### src/rtl/write_data_burst_serializer_pkg.sv
// Shared constants and state type for the write-data drain path that feeds the DQ bus.
package write_data_burst_serializer_pkg;

    localparam int BACKEND_WORD_SIZE = 64;
    localparam int WR_BURST_LEN      = 8;
    localparam int WR_WRITE_LATENCY  = 5;

    typedef enum logic {
        WS_IDLE  = 1'b0,
        WS_BURST = 1'b1
    } wr_ser_state_t;

endpackage

### src/rtl/write_data_burst_serializer.sv
// Pops one backend word per WRITE issue after the DRAM write latency and streams it
// onto DQ as a framed burst, LSB beat first. Flags underflow and burst overlap (sticky).
module write_data_burst_serializer
    import write_data_burst_serializer_pkg::*;
#(
    parameter int DATA_WIDTH    = BACKEND_WORD_SIZE,
    parameter int BURST_LEN     = WR_BURST_LEN,
    parameter int WRITE_LATENCY = WR_WRITE_LATENCY
) (
    input  logic                             i_clk,
    input  logic                             i_rst_n,
    input  logic                             i_wr_issue,
    input  logic [DATA_WIDTH-1:0]            i_fifo_data,
    input  logic                             i_fifo_empty,
    output logic                             o_fifo_rd_en,
    output logic [DATA_WIDTH/BURST_LEN-1:0]  o_dq,
    output logic                             o_dq_valid,
    output logic                             o_dq_first,
    output logic                             o_dq_last,
    output logic                             o_busy,
    output logic                             o_underflow,
    output logic                             o_overlap_err
);

    localparam int DQ_WIDTH = DATA_WIDTH / BURST_LEN;
    localparam int CNT_W    = (BURST_LEN > 1) ? $clog2(BURST_LEN) : 1;
    localparam int DL_W     = WRITE_LATENCY - 1;
    localparam logic [CNT_W-1:0] LAST_BEAT = CNT_W'(BURST_LEN - 1);

    wr_ser_state_t          state_r;
    logic [DL_W-1:0]        delay_line_r;
    logic [CNT_W-1:0]       beat_cnt_r;
    logic [DATA_WIDTH-1:0]  sreg_r;

    logic                   fetch_s;
    logic                   at_last_s;
    logic                   slot_free_s;
    logic                   accept_s;
    logic                   overlap_s;
    logic [CNT_W-1:0]       next_cnt_s;
    logic [DATA_WIDTH-1:0]  load_word_s;

    // Fetch arbitration: a new burst may start only from idle or on the final beat.
    always_comb begin
        fetch_s     = delay_line_r[DL_W-1];
        at_last_s   = (state_r == WS_BURST) && (beat_cnt_r == LAST_BEAT);
        slot_free_s = (state_r == WS_IDLE) || at_last_s;
        accept_s    = fetch_s && slot_free_s;
        overlap_s   = fetch_s && !slot_free_s;
        next_cnt_s  = beat_cnt_r + 1'b1;
        if (i_fifo_empty) begin
            load_word_s = '0;
        end else begin
            load_word_s = i_fifo_data;
        end
        o_fifo_rd_en = accept_s && !i_fifo_empty;
        o_busy       = (state_r == WS_BURST) || (|delay_line_r) || i_wr_issue;
    end

    // Latency delay line, burst FSM, beat framing and sticky error flags.
    always_ff @(posedge i_clk or negedge i_rst_n) begin
        if (!i_rst_n) begin
            state_r       <= WS_IDLE;
            delay_line_r  <= '0;
            beat_cnt_r    <= '0;
            sreg_r        <= '0;
            o_dq          <= '0;
            o_dq_valid    <= 1'b0;
            o_dq_first    <= 1'b0;
            o_dq_last     <= 1'b0;
            o_underflow   <= 1'b0;
            o_overlap_err <= 1'b0;
        end else begin
            delay_line_r <= (delay_line_r << 1'b1) | DL_W'(i_wr_issue);
            if (overlap_s) begin
                o_overlap_err <= 1'b1;
            end
            if (accept_s && i_fifo_empty) begin
                o_underflow <= 1'b1;
            end
            // The first beat is presented straight from the fetched word so that DQ
            // starts exactly WRITE_LATENCY cycles after the issue.
            if (accept_s) begin
                state_r    <= WS_BURST;
                beat_cnt_r <= '0;
                o_dq       <= load_word_s[DQ_WIDTH-1:0];
                sreg_r     <= load_word_s >> DQ_WIDTH;
                o_dq_valid <= 1'b1;
                o_dq_first <= 1'b1;
                o_dq_last  <= (LAST_BEAT == '0);
            end else if ((state_r == WS_BURST) && !at_last_s) begin
                beat_cnt_r <= next_cnt_s;
                o_dq       <= sreg_r[DQ_WIDTH-1:0];
                sreg_r     <= sreg_r >> DQ_WIDTH;
                o_dq_valid <= 1'b1;
                o_dq_first <= 1'b0;
                o_dq_last  <= (next_cnt_s == LAST_BEAT);
            end else begin
                state_r    <= WS_IDLE;
                beat_cnt_r <= '0;
                sreg_r     <= '0;
                o_dq       <= '0;
                o_dq_valid <= 1'b0;
                o_dq_first <= 1'b0;
                o_dq_last  <= 1'b0;
            end
        end
    end

endmodule
### config.mk
export PLATFORM = sky130hd
export DESIGN_NAME = write_data_burst_serializer
export DESIGN_NICKNAME = d
export VERILOG_FILES = /design/src/rtl/write_data_burst_serializer_pkg.sv /design/src/rtl/write_data_burst_serializer.sv
export SDC_FILE = /design/constraint.sdc
export NUM_CORES = 1
export LEC_CHECK = 0
export ABC_AREA = 1
export CELL_PAD_IN_SITES_DETAIL_PLACEMENT = 0
export CELL_PAD_IN_SITES_GLOBAL_PLACEMENT = 1
export CORE_MARGIN = 10
export CORE_UTILIZATION = 36
export DETAILED_ROUTE_END_ITERATION = 8
export MAX_ROUTING_LAYER = met4
export PLACE_DENSITY_LB_ADDON = 0.1
export REMOVE_ABC_BUFFERS = 1
export SLEW_MARGIN = 20
export SYNTH_ARGS = -nofsm -noshare
export SYNTH_HDL_FRONTEND = slang
export SYNTH_SLANG_ARGS = --single-unit
### constraint.sdc
create_clock -name i_clk -period 1.73 [get_ports i_clk]
set_input_delay 0.2595 -clock i_clk [delete_from_list [all_inputs] [get_ports i_clk]]
set_output_delay 0.2595 -clock i_clk [all_outputs]
set_load 0.03 [all_outputs]
Word level (Yosys, flattened, before mapping)

Cells that the tools add are included.
Widths: inputs -> output; s select.

Word-level logic and storage cells: 43
Register bits: 85
Input bits: 68
Output and inout port bits: 15

Bitwise logic cells: 2
Muxes and demuxes: 14
Reductions and logical operators: 13
Add/subtract/negate cells: 1
Equal/unequal tests: 3

Operators by type and width:

| operator            | count |
|---|---|
| $mux 56             | 2 |
| $mux 64             | 1 |
| $mux 8              | 2 |
| $mux 1              | 7 |
| $eq 3x3->1 const B  | 2 |
| $logic_and 1x1->1   | 6 |
| $mux 3              | 2 |
| $or 4x1->4          | 1 |
| $reduce_or 4->1     | 1 |
| $add 3x1->3 const B | 1 |
| $logic_not 1->1     | 3 |
| $logic_or 1x1->1    | 3 |
| $ne 2x2->1 const B  | 1 |
| $not 1->1           | 1 |

Depth between registers and ports, before layout

Word-level depth: 6
Gate-level depth with buffers: 9
Depth with buffers taken out: 7

Least setup slack after synthesis

Ideal clock, no wire load.

Kind: register to output
Start: register beat_cnt_r[0]
End: output o_fifo_rd_en
Path slack: 0.038 ns
Stages on the path, launching flop included: 8
Data required time: 1.470 ns
Path buffers: 1
Arrival time: 1.432 ns
Path through: dfrtp_1 -> ha_1 -> ha_1 -> inv_1 -> nand2_2 -> buf_4 -> nand2_2 -> nor2_1

Longest elaborated chain between the ends: 5

Ends and longest elaborated chain:

| element                | line                              | RTL |
|---|---|---|
| start, declared        | write_data_burst_serializer.sv:32 | `logic [CNT_W-1:0] beat_cnt_r;` |
| start signal, assigned | write_data_burst_serializer.sv:92 | `beat_cnt_r <= next_cnt_s;` |
| $eq 3x3->1             | write_data_burst_serializer.sv:46 | `at_last_s = (state_r == WS_BURST) && (beat_cnt_r == LAST_BEAT);` |
| $logic_and 1x1->1      | write_data_burst_serializer.sv:46 |  |
| $logic_or 1x1->1       | write_data_burst_serializer.sv:47 | `slot_free_s = (state_r == WS_IDLE) \|\| at_last_s;` |
| $logic_and 1x1->1      | write_data_burst_serializer.sv:48 | `accept_s = fetch_s && slot_free_s;` |
| $logic_and 1x1->1      | write_data_burst_serializer.sv:56 | `o_fifo_rd_en = accept_s && !i_fifo_empty;` |
| end, declared          | write_data_burst_serializer.sv:15 | `output logic o_fifo_rd_en,` |

No other way between the ends.

Worst setup path in the final report

Ends and elaborated chain as after synthesis.

==> out/summary.txt <==
================================================================================
Standard cell with the maximum stage delay on the critical path ...      dfrtp_1
Net total in the final layout .....................................          584
Setup skew after layout ...........................................   0.00810 ns
Busiest layer in global routing ...................................         met2
Antenna Nets Post-Route ...........................................            0
Worst min path class ..............................................      reg2reg
Peak clock frequency supported by timing ..........................      584 MHz
Vias post-DR ......................................................         2756
Fraction of the mapped netlist area in adder cells ................        1.09%
Number of antenna violations at the first check in global routing .            0
DR iter-0 viols ...................................................          117
Vertical die dimension ............................................       118 um
Clock sink total ..................................................           77
Main area contributors after synthesis ............................ dfrtp_1 (56%), nand2_1 (14%), nand3_1 (8.4%)
Starting utilization of the core area .............................        37.1%
Delay contributed by the slowest stage of the critical path .......      0.39 ns
Maximum fanout count along the critical path ......................            2
Setup TNS .........................................................         0 ns
Most frequent cells after synthesis ............................... nand2_1 (124), dfrtp_1 (77), nor2_1 (72)
Maximum number of pins on one net before global-route repair ......           57
Static Leakage ....................................................      2.52 nW
Total I/O pin count ...............................................           83
Nature of the critical path startpoint ............................     register
Area fraction in and, or, nand and nor cells after synthesis ......        30.1%
Library cell with the highest instance count after synthesis ......      nand2_1
Setup crit start .................................................. beat_cnt_r[0]
Dominant combinational cell family by area after synthesis ........ simple AND/OR/NAND/NOR gates
Worst setup path endpoint ......................................... o_fifo_rd_en
Antenna diode count ...............................................            0
CTS tree ..........................................................         done
Number of distinct library cells after synthesis ..................           13
Result of the run ................................................. complete, no violations
Number of storage elements in the synthesis netlist ...............           77
Cell type with the largest total area after synthesis .............      dfrtp_1
Count of maximum capacitance violations ...........................            0
IO buf count ......................................................           82
Slew Viols, Final .................................................            0
Mean area per synthesized cell ....................................     8.05 um2
# rows ............................................................           35
Inserted Clock Buffers ............................................            9
Power consumption .................................................      5.36 mW
Type of element capturing the critical path ....................... primary output
Utilization after layout ..........................................        49.7%
Post-Place Cells ..................................................          622
Compound-cell area share of the yosys netlist .....................       0.218%
Worst hold margin .................................................     0.385 ns
Total Wirelength ..................................................      7830 um
Multiplexer share of the synthesized area .........................           0%
Final cycle utilization of the critical path ......................        98.9%
Buffer depth of the longest clock path ............................            2
Synth Instances ...................................................          428
Clock Root Buffer .................................................     clkbuf_8
Post-route DRC ....................................................            0
Met2 Resource Use GR ..............................................        18.0%
Series of cell instances along the critical path .................. ha_2 -> ha_4 -> inv_2 -> nand2_2 -> nand2_2 -> nor2_4 -> buf_6
Max_slew headroom .................................................        68.2%
Asr flop ratio synth ..............................................         100%
First-pass GRT wire length ........................................     13200 um
Arr. time, crit path ..............................................      1.45 ns
Slew at the pin with the worst max-slew slack .....................     0.477 ns
Reg-to-reg endpoint ...............................................   sreg_r[33]
Placeable core region .............................................  0.00928 mm2
IR drop worst, VDD ................................................   0.000646 V
Setup repair after global routing missed its margin ...............         true
Routed wirelength normalized by instance count ....................      12.1 um
Top FF cell, synth ................................................      dfrtp_1
Die Footprint .....................................................   0.0139 mm2
Final number of hold-violating endpoints ..........................            0
Filler-free cell count of the finished design .....................          647
Post-synthesis instance area ......................................  0.00345 mm2
Global Route met3 Usage ...........................................        2.88%
Total of endpoints with negative setup slack in the final report ..            0
Type of the worst setup path ......................................      reg2out
Die span in x .....................................................       118 um
Worst reg-to-reg setup slack ......................................      0.08 ns
Depth of the worst register-to-register path ......................           10
Fraction of layout cells with a size suffix above 1 ...............        8.69%
Drt first pass iters ..............................................            4
# H-tree levels ...................................................            3
GRT Residual Overflow .............................................            0
Reg area ..........................................................  0.00193 mm2
Share of Yosys cell area claimed by the top area cell type ........        55.9%
Placer Congestion .................................................        0.754
Fillers ...........................................................          928
Cell repeated most along the worst path ...........................      nand2_2
Required time reported for the critical path endpoint .............      1.47 ns
Total routing resource utilization after global routing ...........        11.7%
Number of vias per cell after detailed routing ....................         4.26
Layout area overhead ..............................................        33.8%
Post-synth EDFFs ..................................................            0
Clock-pin transition on the worst setup and hold timing paths .....      0.08 ns
Via count of the first global-routing pass ........................         2678
Global routing usage on met1 ......................................        14.6%
DP Wirelength .....................................................      5080 um
Total area of multi-input combinational cells .....................  0.00111 mm2
P per Cell Area ...................................................  1160 mW/mm2
Register area share after synthesis ...............................        55.9%
Synth Area in XOR/XNOR ............................................           0%
YS warnings .......................................................            0
Final period demand of the worst path .............................      1.71 ns
Clock insertion delay at the later pin of the skew report .........      0.34 ns
Reg-to-Reg Start .................................................. beat_cnt_r[0]
================================================================================
[worst max-delay path: cells and delay by family (launching register included)]
kind,cells,cell delay [ns]
buffers and inverters,2,0.19
adder cells (fa/ha/maj),2,0.35
flip-flops,1,0.39
AND/OR/NAND/NOR,3,0.19
[placed cells by master (no fill, tap or decap)]
master           instances
buf_12                   4
buf_2                    1
buf_4                   16
buf_6                    1
clkbuf_1                 1
clkbuf_8                 9
clkdlybuf4s50_1         78
clkinv_2                 2
clkinvlp_4               4
dfrtp_1                 76
dfrtp_2                  1
dlygate4sd3_1            1
ha_1                     1
ha_2                     1
ha_4                     1
inv_1                   62
inv_2                    2
nand2_1                124
nand2_2                  2
nand3_1                 58
nor2_1                  71
nor2_4                   1
o21bai_1                 1
[flip-flops by register name, indices dropped and copies added, names as in the netlist]
| signal | count |
|---|---|
| delay_line_r | 4 |
| o_overlap_err | 1 |
| state_r | 1 |
| o_dq | 8 |
| o_dq_valid | 1 |
| o_dq_first | 1 |
| o_dq_last | 1 |
| beat_cnt_r | 3 |
| sreg_r | 56 |
| o_underflow | 1 |
[worst min-delay path by stage]
stage | start | endpoint | slack, ns | depth (start not counted)
3_5_place_dp | i_rst_n | o_dq[5] | 0.25 | 1
2_1_floorplan | i_rst_n | beat_cnt_r[0] | -0.04 | 0
5_1_grt | i_wr_issue | delay_line_r[0] | 0.39 | 1
6_report | delay_line_r[2] | delay_line_r[3] | 0.38 | 0
4_1_cts | i_wr_issue | delay_line_r[0] | 0.39 | 1
3_3_place_gp | i_rst_n | o_dq[5] | 0.25 | 1
[routing by layer]
layer	part of all wire (%)	vias up
li1	-	1432
met1	48	1252
met2	46	64
met3	4.5	8
met4	1.1	0
met5	0	-
[where the power goes]
part,internal [mW],leakage [nW],switching [mW]
registers,2.22,1.03,0.120
logic,0.763,1.42,1.08
clock network,0.515,0.0743,0.657
[area by class of cell]
type,instances,share of cell area [%]
Sequential cell,77,41.8
Multi-Input combinational cell,260,24.0
Timing Repair Buffer,101,21.8
Inverter,64,5.21
Tap cell,129,3.50
Clock buffer,10,2.77
Clock inverter,6,0.868
[per-stage QoR]
stage	instance area, um2	setup WS [ns]
after floorplan	3250	-0.506
after global placement	4350	0.280
after detailed placement	4350	0.256
after CTS	4580	0.00291
after global routing	4610	-0.0401
final	4610	0.0191
[cell families after synthesis]
logic type	after synthesis
buf+inv	91
simple gates	256
fa+ha+maj	3
flops	77
compound gates	1
[timing repair]
| action | in CTS | in global routing |
|---|---|---|
| hold endpoints to repair | 34 | 0 |
| cloned | 0 | 0 |
| gates resized for setup | 5 | 2 |
| pin swaps | 1 | 1 |
| hold buffers | 1 | 0 |
| buffers inserted | 5 | 3 |
| endpoints found under the setup margin | 1 | 1 |
Note: power is estimated with default switching activity, not from simulation.
